### src/rtl/ipm_rng_pkg.sv
// Purpose: shared types, constants and the byte-wide LFSR step for ipm_rng.
// Latency: combinational helper; no state lives here.
// Backpressure: n/a.
// Contents: IPM_RNG_POLY, IPM_RNG_SEED_DEFAULT, ipm_rng_state_e, ipm_rng_step8().
package ipm_rng_pkg;

  // x^32 + x^22 + x^2 + x + 1, Galois form (right shift, xor on carry-out)
  localparam logic [31:0] IPM_RNG_POLY         = 32'h8020_0003;
  localparam logic [31:0] IPM_RNG_SEED_DEFAULT = 32'hACE1_2024;

  typedef enum logic [1:0] {
    RUN    = 2'd0,
    STALL  = 2'd1,
    RESEED = 2'd2
  } ipm_rng_state_e;

  typedef struct packed {
    logic [31:0] state;
    logic [7:0]  data;
  } ipm_rng_step_t;

  // Eight LFSR steps; step 1 output lands in data[0], step 8 in data[7].
  function automatic ipm_rng_step_t ipm_rng_step8(input logic [31:0] s);
    ipm_rng_step_t r;
    logic [31:0]   x;
    logic          o;
    x      = s;
    r.data = '0;
    for (int i = 0; i < 8; i++) begin
      o         = x[0];
      r.data[i] = o;
      x         = x >> 1;
      if (o) x = x ^ IPM_RNG_POLY;
    end
    r.state = x;
    return r;
  endfunction

endpackage

### src/rtl/ipm_rng_if.sv
// Purpose: randomness word stream from ipm_rng to the IPM consumer.
// Latency: wires only.
// Backpressure: consumer holds rnd_ready_i low; producer keeps rnd_o stable.
// Signals: rnd_valid_o, rnd_o[31:0], level_o (producer); rnd_ready_i (consumer).
interface ipm_rng_if #(
  parameter int unsigned DEPTH = 4
);
  logic                     rnd_valid_o;
  logic                     rnd_ready_i;
  logic [31:0]              rnd_o;
  logic [$clog2(DEPTH):0]   level_o;

  modport master (output rnd_valid_o, output rnd_o, output level_o, input rnd_ready_i);
  modport slave  (input rnd_valid_o, input rnd_o, input level_o, output rnd_ready_i);
endinterface

### src/rtl/ipm_rng_fifo.sv
// Purpose: small synchronous word FIFO with flush and occupancy count.
// Latency: push visible at head one cycle after the write edge; head is combinational.
// Backpressure: push is dropped when full unless a pop frees the slot on the same edge.
// Ports: clk_i, reset_ni, flush_i, push_i/push_dat_i, pop_i, vld_o, head_o, level_o.
module ipm_rng_fifo #(
  parameter int unsigned DEPTH = 4,
  parameter int unsigned WIDTH = 32
) (
  input  logic                   clk_i,
  input  logic                   reset_ni,
  input  logic                   flush_i,
  input  logic                   push_i,
  input  logic [WIDTH-1:0]       push_dat_i,
  input  logic                   pop_i,
  output logic                   vld_o,
  output logic [WIDTH-1:0]       head_o,
  output logic [$clog2(DEPTH):0] level_o
);
  localparam int unsigned AW = $clog2(DEPTH);
  localparam int unsigned LW = AW + 1;
  localparam logic [LW-1:0] FULL_LVL = LW'(DEPTH);

  logic [WIDTH-1:0] mem_q [DEPTH];
  logic [AW-1:0]    wr_ptr_q, rd_ptr_q;
  logic [LW-1:0]    level_q;
  logic             empty, full, do_pop, do_push;

  assign empty   = (level_q == '0);
  assign full    = (level_q == FULL_LVL);
  assign do_pop  = pop_i && !empty;
  assign do_push = push_i && (!full || do_pop);

  // Power-of-two depth: pointers wrap modulo DEPTH by natural overflow.
  always_ff @(posedge clk_i or negedge reset_ni) begin
    if (!reset_ni) begin
      wr_ptr_q <= '0;
      rd_ptr_q <= '0;
      level_q  <= '0;
    end else if (flush_i) begin
      wr_ptr_q <= '0;
      rd_ptr_q <= '0;
      level_q  <= '0;
    end else begin
      if (do_push) wr_ptr_q <= wr_ptr_q + 1'b1;
      if (do_pop)  rd_ptr_q <= rd_ptr_q + 1'b1;
      case ({do_push, do_pop})
        2'b10:   level_q <= level_q + 1'b1;
        2'b01:   level_q <= level_q - 1'b1;
        default: level_q <= level_q;
      endcase
    end
  end

  always_ff @(posedge clk_i) begin
    if (do_push && !flush_i) mem_q[wr_ptr_q] <= push_dat_i;
  end

  assign vld_o   = !empty;
  // Storage is not reset, so mask the head to zero while empty.
  assign head_o  = empty ? '0 : mem_q[rd_ptr_q];
  assign level_o = level_q;

endmodule

### src/rtl/ipm_rng.sv
// Purpose: masking-randomness source; LFSR bytes packed four per word into a FIFO.
// Latency: first word written on the 4th generating edge after reset/reseed, then 1 word / 4 cycles.
// Backpressure: full FIFO without a pop stalls LFSR and packer; nothing is dropped.
// Ports: clk_i, reset_ni, en_i, seed_i, seed_valid_i, rnd_if (master: rnd_valid_o, rnd_o, level_o, rnd_ready_i).
module ipm_rng
  import ipm_rng_pkg::*;
#(
  parameter int unsigned DEPTH        = 4,
  parameter bit          NONZERO      = 1'b1,
  parameter logic [31:0] SEED_DEFAULT = IPM_RNG_SEED_DEFAULT
) (
  input  logic        clk_i,
  input  logic        reset_ni,
  input  logic        en_i,
  input  logic [31:0] seed_i,
  input  logic        seed_valid_i,
  ipm_rng_if.master   rnd_if
);
  localparam int unsigned LW = $clog2(DEPTH) + 1;
  localparam logic [LW-1:0] FULL_LVL  = LW'(DEPTH);
  localparam logic [LW-1:0] ALMST_LVL = LW'(DEPTH - 1);

  ipm_rng_state_e state_q, state_d;
  logic [31:0]    lfsr_q;
  logic [23:0]    pack_q;
  logic [1:0]     cnt_q;
  ipm_rng_step_t  step;
  logic           pop, full, gen, byte_ok, accept, wr;
  logic           fifo_vld;
  logic [31:0]    fifo_head;
  logic [LW-1:0]  level;

  assign pop     = fifo_vld && rnd_if.rnd_ready_i;
  assign full    = (level == FULL_LVL);
  assign step    = ipm_rng_step8(lfsr_q);
  // A pop on a full FIFO frees the slot the 4th byte would need, so keep going.
  assign gen     = en_i && (state_q == RUN) && !(full && !pop);
  assign byte_ok = !NONZERO || (step.data != 8'h00);
  assign accept  = gen && byte_ok;
  assign wr      = accept && (cnt_q == 2'd3) && !seed_valid_i;

  always_comb begin
    state_d = state_q;
    unique case (state_q)
      RUN:     if (!pop && (full || (wr && level == ALMST_LVL))) state_d = STALL;
      STALL:   if (pop) state_d = RUN;
      RESEED:  state_d = RUN;
      default: state_d = RUN;
    endcase
    if (seed_valid_i) state_d = RESEED;
  end

  always_ff @(posedge clk_i or negedge reset_ni) begin
    if (!reset_ni) state_q <= RUN;
    else           state_q <= state_d;
  end

  // Reseed outranks generation; an all-zero seed would lock the LFSR at zero.
  always_ff @(posedge clk_i or negedge reset_ni) begin
    if (!reset_ni) begin
      lfsr_q <= SEED_DEFAULT;
      pack_q <= '0;
      cnt_q  <= '0;
    end else if (seed_valid_i) begin
      lfsr_q <= (seed_i == '0) ? SEED_DEFAULT : seed_i;
      pack_q <= '0;
      cnt_q  <= '0;
    end else begin
      if (gen) lfsr_q <= step.state;
      if (accept) begin
        case (cnt_q)
          2'd0:    pack_q[23:16] <= step.data;
          2'd1:    pack_q[15:8]  <= step.data;
          2'd2:    pack_q[7:0]   <= step.data;
          default: pack_q        <= pack_q;
        endcase
        cnt_q <= cnt_q + 2'd1;
      end
    end
  end

  ipm_rng_fifo #(
    .DEPTH(DEPTH),
    .WIDTH(32)
  ) u_fifo (
    .clk_i     (clk_i),
    .reset_ni  (reset_ni),
    .flush_i   (seed_valid_i),
    .push_i    (wr),
    .push_dat_i({pack_q, step.data}),
    .pop_i     (pop),
    .vld_o     (fifo_vld),
    .head_o    (fifo_head),
    .level_o   (level)
  );

  assign rnd_if.rnd_valid_o = fifo_vld;
  assign rnd_if.rnd_o       = fifo_head;
  assign rnd_if.level_o     = level;

endmodule

### src/flat_wrapper.sv
// flat-port wrapper written by rule: the top's interface ports become plain ports
module ipm_rng_flat import ipm_rng_pkg::*;
#(
  parameter int unsigned DEPTH        = 4,
  parameter bit          NONZERO      = 1'b1,
  parameter logic [31:0] SEED_DEFAULT = IPM_RNG_SEED_DEFAULT
)
  (clk_i, reset_ni, en_i, seed_i, seed_valid_i, rnd_if_rnd_valid_o, rnd_if_rnd_o, rnd_if_level_o, rnd_if_rnd_ready_i);
  ipm_rng_if #(.DEPTH(DEPTH)) rnd_if_i ();
  input  logic clk_i;
  input  logic reset_ni;
  input  logic en_i;
  input  logic [31:0] seed_i;
  input  logic seed_valid_i;
  output wire logic [$bits(rnd_if_i.rnd_valid_o)-1:0] rnd_if_rnd_valid_o;
  output wire logic [$bits(rnd_if_i.rnd_o)-1:0] rnd_if_rnd_o;
  output wire logic [$bits(rnd_if_i.level_o)-1:0] rnd_if_level_o;
  input wire logic [$bits(rnd_if_i.rnd_ready_i)-1:0] rnd_if_rnd_ready_i;
  assign rnd_if_rnd_valid_o = rnd_if_i.rnd_valid_o;
  assign rnd_if_rnd_o = rnd_if_i.rnd_o;
  assign rnd_if_level_o = rnd_if_i.level_o;
  assign rnd_if_i.rnd_ready_i = rnd_if_rnd_ready_i;
  ipm_rng #(.DEPTH(DEPTH), .NONZERO(NONZERO), .SEED_DEFAULT(SEED_DEFAULT)) u_core (.clk_i(clk_i), .reset_ni(reset_ni), .en_i(en_i), .seed_i(seed_i), .seed_valid_i(seed_valid_i), .rnd_if(rnd_if_i));
endmodule
### config.mk
export PLATFORM = sky130hd
export DESIGN_NAME = ipm_rng_flat
export DESIGN_NICKNAME = d
export VERILOG_FILES = /design/src/rtl/ipm_rng_pkg.sv /design/src/rtl/ipm_rng_if.sv /design/src/rtl/ipm_rng_fifo.sv /design/src/rtl/ipm_rng.sv /design/src/flat_wrapper.sv
export SDC_FILE = /design/constraint.sdc
export NUM_CORES = 1
export LEC_CHECK = 0
export ABC_AREA = 0
export CAP_MARGIN = 10
export CORE_ASPECT_RATIO = 1.2
export CORE_MARGIN = 5
export CORE_UTILIZATION = 45
export DETAILED_ROUTE_END_ITERATION = 8
export DONT_BUFFER_PORTS = 1
export HOLD_SLACK_MARGIN = 0.12
export PLACE_DENSITY = 0.6
export REMOVE_ABC_BUFFERS = 1
export SYNTH_ARGS = -nofsm -noshare
export SYNTH_HDL_FRONTEND = slang
export SYNTH_SLANG_ARGS = --single-unit
### constraint.sdc
create_clock -name clk_i -period 3.5 [get_ports clk_i]
set_input_delay 0.35 -clock clk_i [delete_from_list [all_inputs] [get_ports clk_i]]
set_output_delay 0.35 -clock clk_i [all_outputs]
set_load 0.05 [all_outputs]
==> metrics.txt, run 1 <==
# TYPE chip_impl_metric gauge
chip_impl_metric{name="mean_area_per_synthesized_cell",unit="um2"} 15.1
chip_impl_metric{name="detail_route.first_pass.iterations",unit=""} 5
chip_impl_metric{name="postSynth.asyncResetShare",unit="%"} 34.4
chip_impl_metric{name="layout-drive-gt1-share",unit="%"} 21.5
chip_impl_metric{name="power.share.switching",unit="%"} 37.0
chip_impl_info{name="hold_path.class",value="in -> reg"} 1
chip_impl_metric{name="holdWs",unit="ps"} 138
chip_impl_metric{name="post-route-drc-count",unit=""} 0
chip_impl_metric{name="post-route-period-util",unit="%"} 81.0
chip_impl_info{name="synth_top_flop_cell",value="edfxtp_1"} 1
chip_impl_metric{name="slowest_delay",unit="ps"} 390
chip_impl_metric{name="top_level_ports",unit=""} 73
chip_impl_metric{name="total_standard_cell_area_after_synthesis",unit="um2"} 8520
chip_impl_metric{name="vdd_ir_drop_max",unit="mV"} 0.328
chip_impl_metric{name="fmax",unit="GHz"} 0.353
chip_impl_metric{name="die_h",unit="um"} 161
chip_impl_metric{name="std_cell_rows",unit=""} 55
chip_impl_info{name="setup.worst_path.class",value="reg -> reg"} 1
chip_impl_metric{name="drt_iter0_markers",unit=""} 341
chip_impl_metric{name="area_growth_syn_to_layout",unit="%"} 17.7
chip_impl_metric{name="hpwl",unit="um"} 10500
chip_impl_info{name="setup_repair_after_global_routing_missed_its_margin",value="false"} 1
chip_impl_metric{name="netlist-cell-type-count",unit=""} 48
chip_impl_metric{name="worstMarginPinSlew",unit="ps"} 1020
chip_impl_metric{name="finClkSkew",unit="ps"} 9.15
chip_impl_metric{name="cp.required",unit="ps"} 3810
chip_impl_metric{name="numCtsBuffers",unit=""} 17
chip_impl_metric{name="detail_route.wl_per_cell",unit="um"} 19.2
chip_impl_metric{name="post_place_instance_area",unit="um2"} 9080
chip_impl_metric{name="synth-edff-count",unit=""} 128
chip_impl_metric{name="via_count_of_the_first_global_routing_pass",unit=""} 5112
chip_impl_info{name="critPathLaunch",value="u_core.lfsr_q[0]$_DFFE_PN0P_"} 1
chip_impl_info{name="cpLargestDelayFamily",value="multiplexers"} 1
chip_impl_metric{name="maxCapViolations",unit=""} 0
chip_impl_metric{name="place.gp.congestion",unit=""} 0.801
chip_impl_metric{name="finish.net_count",unit=""} 675
chip_impl_metric{name="grt_pass1_wl",unit="um"} 27800
chip_impl_info{name="cts_tree",value="built"} 1
chip_impl_metric{name="largest_net_degree_at_the_start_of_global_routing",unit=""} 83
chip_impl_metric{name="worst-endpoint-arrival",unit="ps"} 3150
chip_impl_metric{name="die_area",unit="um2"} 21800
chip_impl_metric{name="tritoncts_num_sinks",unit=""} 195
chip_impl_metric{name="power_density",unit="nW/um2"} 721
chip_impl_info{name="crit_path_end_kind",value="flip-flop"} 1
chip_impl_metric{name="ys_seq_area_share",unit="%"} 65.0
chip_impl_metric{name="die_width",unit="um"} 136
chip_impl_metric{name="total_buffers_and_inverters_traversed_by_the_critical_path",unit=""} 2
chip_impl_info{name="final_cell_mix",value="edfxtp_1 (128), dfrtp_1 (55), nor2_1 (48), mux2i_1 (45), buf_4 (45)"} 1
chip_impl_metric{name="synth-seq-cells",unit=""} 195
chip_impl_metric{name="synthCells",unit=""} 565
chip_impl_info{name="r2r-start",value="u_core.lfsr_q[0]$_DFFE_PN0P_"} 1
chip_impl_metric{name="portBuffers",unit=""} 0
chip_impl_info{name="layout_commonest_cell",value="edfxtp_1"} 1
chip_impl_info{name="setup.worst_path.start_class",value="flip-flop"} 1
chip_impl_metric{name="worst_skew_late_latency",unit="ps"} 430
chip_impl_info{name="crit_slowest_cell",value="fa_1"} 1
chip_impl_info{name="status",value="finished clean"} 1
chip_impl_metric{name="sequential_share_of_power",unit="%"} 38.7
chip_impl_metric{name="final_util",unit="%"} 53.5
chip_impl_metric{name="route.detailed.vias_per_inst",unit=""} 5.29
chip_impl_metric{name="grt_overflow_total",unit=""} 0
chip_impl_metric{name="p_int",unit="uW"} 4560
chip_impl_metric{name="placeable_core_region",unit="um2"} 18700
chip_impl_metric{name="total_leakage_power",unit="uW"} 0.00382
chip_impl_metric{name="final_cell_area",unit="um2"} 10000
chip_impl_metric{name="yosys_warnings",unit=""} 0
chip_impl_info{name="path_cells",value="inv_1, ha_1, buf_4, and2_0, mux2i_4, o2111a_2, nor2_1, fa_1, nand2_1, a2bb2oi_1, mux2_1"} 1
chip_impl_metric{name="drv_slew",unit=""} 0
chip_impl_info{name="worst_hold_startpoint",value="seed_i[21]"} 1
chip_impl_metric{name="floorplan.initialDensity",unit="%"} 45.5
chip_impl_metric{name="final_hold_viol_count",unit=""} 0
chip_impl_metric{name="globalRouteTotalUtil",unit="%"} 16.7
chip_impl_metric{name="route.vias.total",unit=""} 4748
chip_impl_info{name="cts-root-buf",value="clkbuf_16"} 1
chip_impl_metric{name="clk_transition_reported_paths",unit="ps"} 70
chip_impl_metric{name="antenna_found_initial",unit=""} 0
chip_impl_metric{name="ant_nets",unit=""} 0
chip_impl_metric{name="drt_wl_total",unit="um"} 17200
chip_impl_metric{name="crit_path_max_fanout",unit=""} 13
chip_impl_metric{name="power.net_switching",unit="uW"} 2670
chip_impl_metric{name="period_needed",unit="ps"} 2830
chip_impl_metric{name="p_clk_share",unit="%"} 26.6
chip_impl_metric{name="final-setup-viol-count",unit=""} 0
chip_impl_metric{name="comb_power_share",unit="%"} 34.7
chip_impl_metric{name="htree_levels",unit=""} 4
chip_impl_metric{name="clock_tree.buffer_depth",unit=""} 2
chip_impl_metric{name="antenna_cells_inserted",unit=""} 0
chip_impl_metric{name="relSlewSlack",unit="%"} 31.6
per-stage QoR:
stage	setup TNS, ps	total power, uW	instances	worst slack [ps]
CTS	0	7320	897	635
global route	0	7570	897	526
detailed placement	0	5340	834	653
finish	0	7230	897	666
floorplan	-41.9	4600	531	-41.9
global placement	0	5310	834	714
sequential cells by signal (all words and copies together) (netlist names):
| name | count |
|---|---|
| u_core.cnt_q | 2 |
| u_core.lfsr_q | 32 |
| u_core.pack_q | 24 |
| u_core.state_q | 2 |
| u_core.u_fifo.level_o | 3 |
| u_core.u_fifo.mem_q | 128 |
| u_core.u_fifo.rd_ptr_q | 2 |
| u_core.u_fifo.wr_ptr_q | 2 |
cell type report:
cell class                      instances  area, um2
Fill cell                            1561       8690
Sequential cell                       195       5540
Multi-Input combinational cell        326       2810
Timing Repair Buffer                   78        723
Clock buffer                           17        425
Tap cell                              256        320
Clock inverter                         15        169
Inverter                               10       37.5
layer usage:
metal,share of wire (%),GRT usage [%]
met3,4.4,4.45
met5,0,0
met1,40,20.8
met2,53,28.1
met4,1.8,5.77
kinds of logic after synthesis:
logic type      count (synthesis)  share of synthesized area [%]
mux                            80                           14.3
simple gates                  149                           8.37
xor+xnor                       29                           3.80
buf+inv                        44                           2.22
flops                         195                           65.0
compound gates                 58                           4.82
fa+ha+maj                      10                           1.56
power groups by stage:
stage	Sequential (uW)	Combinational, uW	Clock [uW]
after floorplan	2890	1710	0
after global placement	2850	2460	0
after detailed placement	2850	2490	0
after CTS	2800	2550	1970
after global routing	2830	2670	2070
final	2800	2510	1920
synth_stat cells, types with 7 or more instances:
cell type | n | area, um2
nor2b_1 | 33 | 206
mux2i_1 | 45 | 450
o21ai_0 | 21 | 105
dfrtp_1 | 56 | 1400
clkbuf_1 | 22 | 82.6
xnor2_1 | 17 | 149
and3_1 | 7 | 43.8
xor2_1 | 7 | 61.3
edfxtp_1 | 128 | 3840
nor4_1 | 9 | 56.3
nor2_1 | 48 | 180
ha_1 | 9 | 113
dfstp_2 | 11 | 289
buf_2 | 10 | 50.1
a21oi_1 | 16 | 80.1
nand2_1 | 41 | 154
mux4_2 | 32 | 721
inv_1 | 10 | 37.5
repair_timing:
action / 4_1_cts / 5_1_grt
setup buffers: 0 / 0
endpoints found under the hold margin: 131 / 0
gates resized for setup: 0 / 0
hold buffers: 31 / 0
worst paths after layout:
| path | to | slack [ps] | cells past startpoint |
|---|---|---|---|
| setup / recovery | u_core.u_fifo.level_o[2]$_DFFE_PN0P_ | 670 | 11 |
| hold / removal | u_core.lfsr_q[21]$_DFFE_PN1P_ | 140 | 2 |
| setup reg to reg | u_core.u_fifo.level_o[2]$_DFFE_PN0P_ | 670 | 11 |
| hold reg to reg | u_core.state_q[0]$_DFFE_PN0P_ | 480 | 1 |
| max in group asynchronous | u_core.lfsr_q[5]$_DFFE_PN1P_ | 2700 | 2 |
| min in group asynchronous | u_core.lfsr_q[9]$_DFFE_PN0P_ | 490 | 2 |
No activity file was read; power rests on OpenSTA's default activity.
==> inputs of run 2 (changes only) <==
==> constraint.sdc (replaced) <==
create_clock -name clk_i -period 2.7 [get_ports clk_i]
set_input_delay 0.27 -clock clk_i [delete_from_list [all_inputs] [get_ports clk_i]]
set_output_delay 0.27 -clock clk_i [all_outputs]
set_load 0.05 [all_outputs]
==> run 2 against run 1 <==
Compared with the run above: cell area rose by 1.0%; combinational power is 33% higher; register-to-register slack lost 430 ps; worst setup slack worse by 430 ps; die area unchanged; sequential share of layout area fell by 0.57 points; utilization increased by 0.56 points; maximum frequency grew 15%.
==> metrics.txt, run 2 (synthesized netlist as in run 1, its figures left out) <==
# TYPE chip_impl_metric gauge
chip_impl_metric{name="area.sequential",unit="um2"} 5540
chip_impl_metric{name="area_growth_syn_to_layout",unit="%"} 18.9
chip_impl_metric{name="comb_power_share",unit="%"} 35.1
chip_impl_metric{name="hpwl",unit="um"} 10400
chip_impl_metric{name="grt_pass1_wl",unit="um"} 27200
chip_impl_metric{name="drt_wl_total",unit="um"} 17100
chip_impl_metric{name="final-setup-viol-count",unit=""} 0
chip_impl_metric{name="met3_wirelength",unit="um"} 736
chip_impl_metric{name="max_ffs_per_register",unit=""} 128
chip_impl_info{name="reg.largest.list",value="u_core.u_fifo.mem_q: 128 flops, u_core.lfsr_q: 32 flops, u_core.pack_q: 24 flops"} 1
chip_impl_metric{name="die_h",unit="um"} 161
chip_impl_info{name="cts_tree",value="built"} 1
chip_impl_metric{name="final_hold_viol_count",unit=""} 0
chip_impl_metric{name="detail_route.wirelength.met1",unit="um"} 7050
chip_impl_info{name="crit_path_end_kind",value="flip-flop"} 1
chip_impl_info{name="layout_commonest_cell",value="edfxtp_1"} 1
chip_impl_metric{name="post-route-period-util",unit="%"} 91.2
chip_impl_metric{name="detail_route.wl_per_cell",unit="um"} 18.8
chip_impl_metric{name="htree_levels",unit=""} 4
chip_impl_info{name="setup.worst_path.class",value="reg -> reg"} 1
chip_impl_metric{name="worstMarginPinSlew",unit="ps"} 764
chip_impl_info{name="crit_slowest_cell",value="fa_1"} 1
chip_impl_metric{name="power_density",unit="nW/um2"} 942
chip_impl_metric{name="drt_iter0_markers",unit=""} 232
chip_impl_metric{name="placeable_core_region",unit="um2"} 18700
chip_impl_metric{name="power.net_switching",unit="uW"} 3420
chip_impl_metric{name="via_count_of_the_first_global_routing_pass",unit=""} 5023
chip_impl_metric{name="antenna_found_initial",unit=""} 0
chip_impl_metric{name="worst_skew_late_latency",unit="ps"} 430
chip_impl_info{name="largest-register",value="u_core.u_fifo.mem_q"} 1
chip_impl_metric{name="maxCapViolations",unit=""} 0
chip_impl_metric{name="total_leakage_power",unit="uW"} 0.00388
chip_impl_info{name="status",value="finished clean"} 1
chip_impl_info{name="cts-root-buf",value="clkbuf_16"} 1
chip_impl_metric{name="numCtsBuffers",unit=""} 17
chip_impl_metric{name="clock_tree.buffer_depth",unit=""} 2
chip_impl_metric{name="clk_transition_reported_paths",unit="ps"} 70
chip_impl_info{name="final_cell_mix",value="edfxtp_1 (128), dfrtp_1 (55), buf_4 (53), nor2_1 (48), mux2i_1 (45)"} 1
chip_impl_metric{name="placed_cells",unit=""} 841
chip_impl_metric{name="floorplan.initialDensity",unit="%"} 45.5
chip_impl_info{name="setup.worst_path.start_class",value="flip-flop"} 1
chip_impl_metric{name="globalRouteTotalUtil",unit="%"} 16.3
chip_impl_metric{name="tritoncts_num_sinks",unit=""} 195
chip_impl_metric{name="sequential_share_of_power",unit="%"} 37.5
chip_impl_metric{name="crit_path_max_fanout",unit=""} 6
chip_impl_metric{name="largest_net_degree_at_the_start_of_global_routing",unit=""} 89
chip_impl_metric{name="fmax",unit="GHz"} 0.406
chip_impl_metric{name="area_of_the_multi_input_gates",unit="um2"} 2810
chip_impl_metric{name="die_width",unit="um"} 136
chip_impl_metric{name="finish.net_count",unit=""} 686
chip_impl_metric{name="final_util",unit="%"} 54.1
chip_impl_metric{name="power.share.switching",unit="%"} 35.9
chip_impl_metric{name="portBuffers",unit=""} 0
chip_impl_metric{name="slowest_delay",unit="ps"} 390
chip_impl_metric{name="grt_overflow_total",unit=""} 0
chip_impl_metric{name="layout-drive-gt1-share",unit="%"} 21.9
chip_impl_metric{name="ant_nets",unit=""} 0
chip_impl_metric{name="cts_setup_buffers",unit=""} 0
chip_impl_metric{name="drv_slew",unit=""} 0
chip_impl_info{name="uppermost_routed_layer",value="met4"} 1
chip_impl_metric{name="fillerInstances",unit=""} 1577
chip_impl_metric{name="wl_met2",unit="um"} 9050
chip_impl_metric{name="finClkSkew",unit="ps"} 14.0
chip_impl_metric{name="postLayoutSetupSlackWorst",unit="ps"} 238
chip_impl_metric{name="worst-endpoint-arrival",unit="ps"} 2780
chip_impl_metric{name="die_area",unit="um2"} 21800
chip_impl_metric{name="period_needed",unit="ps"} 2460
chip_impl_metric{name="vdd_ir_drop_max",unit="mV"} 0.412
chip_impl_metric{name="stdcell_count",unit=""} 908
chip_impl_metric{name="p_clk_share",unit="%"} 27.4
chip_impl_metric{name="route.detailed.vias_per_inst",unit=""} 5.21
chip_impl_info{name="path_cells",value="inv_1, ha_1, and2_0, mux2i_4, o2111a_2, nor2_1, fa_1, nand2_1, a2bb2oi_1, mux2_1"} 1
chip_impl_info{name="hold_path.class",value="in -> reg"} 1
chip_impl_metric{name="placement_stage_worst_setup_slack",unit="ps"} 235
chip_impl_metric{name="route.vias.total",unit=""} 4734
chip_impl_metric{name="cp.required",unit="ps"} 3020
chip_impl_metric{name="place.gp.congestion",unit=""} 0.778
chip_impl_metric{name="relSlewSlack",unit="%"} 48.7
chip_impl_metric{name="top_level_ports",unit=""} 73
chip_impl_metric{name="p_int",unit="uW"} 6120
chip_impl_metric{name="detail_route.first_pass.iterations",unit=""} 4
chip_impl_metric{name="post-route-drc-count",unit=""} 0
chip_impl_info{name="setup_repair_after_global_routing_missed_its_margin",value="false"} 1
chip_impl_metric{name="antenna_cells_inserted",unit=""} 0
chip_impl_metric{name="std_cell_rows",unit=""} 55
[run 2: cell count changes in the layout (fill, tap and decap cells not counted), sizes merged]
cell / before / now
clkinvlp: 2 / 1
clkbuf: 17 / 18
bufinv: 1 / 3
buf: 49 / 56
clkinv: 4 / 2
dlygate4sd3: 29 / 33
[run 2: what timing repair did]
action                                  CTS  global route
hold buffers                             35             0
endpoints found under the setup margin    0             0
gates resized for setup                   0             0
hold endpoints to repair                133             0
[run 2: area by class of cell]
class                           instances  share of cell area [%]
Sequential cell                       195                    54.7
Multi-Input combinational cell        326                    27.8
Timing Repair Buffer                   89                    7.93
Clock buffer                           18                    4.24
Tap cell                              256                    3.16
Clock inverter                         14                    1.88
Inverter                               10                   0.371
[run 2: power groups by stage]
stage / Sequential [uW] / Clock (uW) / Combinational [uW]
CTS: 3580 / 2660 / 3420
finish: 3580 / 2620 / 3350
global route: 3600 / 2770 / 3590
detailed placement: 3640 / 0 / 3320
global placement: 3630 / 0 / 3290
floorplan: 3750 / 0 / 2220
[run 2: critical path: cells and delay by family, from the launching register on]
| family | cells | cell delay, ps |
|---|---|---|
| AO/OA/AOI/OAI | 2 | 420 |
| adder cells (fa/ha/maj) | 2 | 730 |
| buffers and inverters | 1 | 40 |
| flip-flops | 1 | 350 |
| multiplexers | 2 | 490 |
| AND/OR/NAND/NOR | 3 | 320 |
[run 2: per-layer routing]
| layer | vias up | track usage, % |
|---|---|---|
| li1 | 2222 | - |
| met3 | 21 | 3.48 |
| met4 | 0 | 4.72 |
| met2 | 98 | 28.5 |
| met1 | 2393 | 20.5 |
| met5 | - | 0 |
[run 2: worst paths after layout]
path	endpoint	cells after the start	startpoint	slack, ps
setup / recovery	u_core.u_fifo.level_o[2]$_DFFE_PN0P_	10	u_core.lfsr_q[0]$_DFFE_PN0P_	240
hold / removal	u_core.state_q[1]$_DFFE_PN0P_	1	seed_valid_i	150
setup reg to reg	u_core.u_fifo.level_o[2]$_DFFE_PN0P_	10	u_core.lfsr_q[0]$_DFFE_PN0P_	240
hold reg to reg	u_core.state_q[0]$_DFFE_PN0P_	1	u_core.state_q[1]$_DFFE_PN0P_	490
max in group asynchronous	u_core.lfsr_q[23]$_DFFE_PN1P_	2	reset_ni	1960
min in group asynchronous	u_core.lfsr_q[30]$_DFFE_PN0P_	2	reset_ni	370
[run 2: per-stage QoR]
stage	total power, uW	setup TNS, ps	instance area [um2]	hold slack [ps]
floorplan	5970	-121360	8370	-25.6
global placement	6910	0	9120	-23.3
detailed placement	6960	0	9120	-23.3
CTS	9660	0	10100	135
global route	9960	0	10100	157
finish	9540	0	10100	146
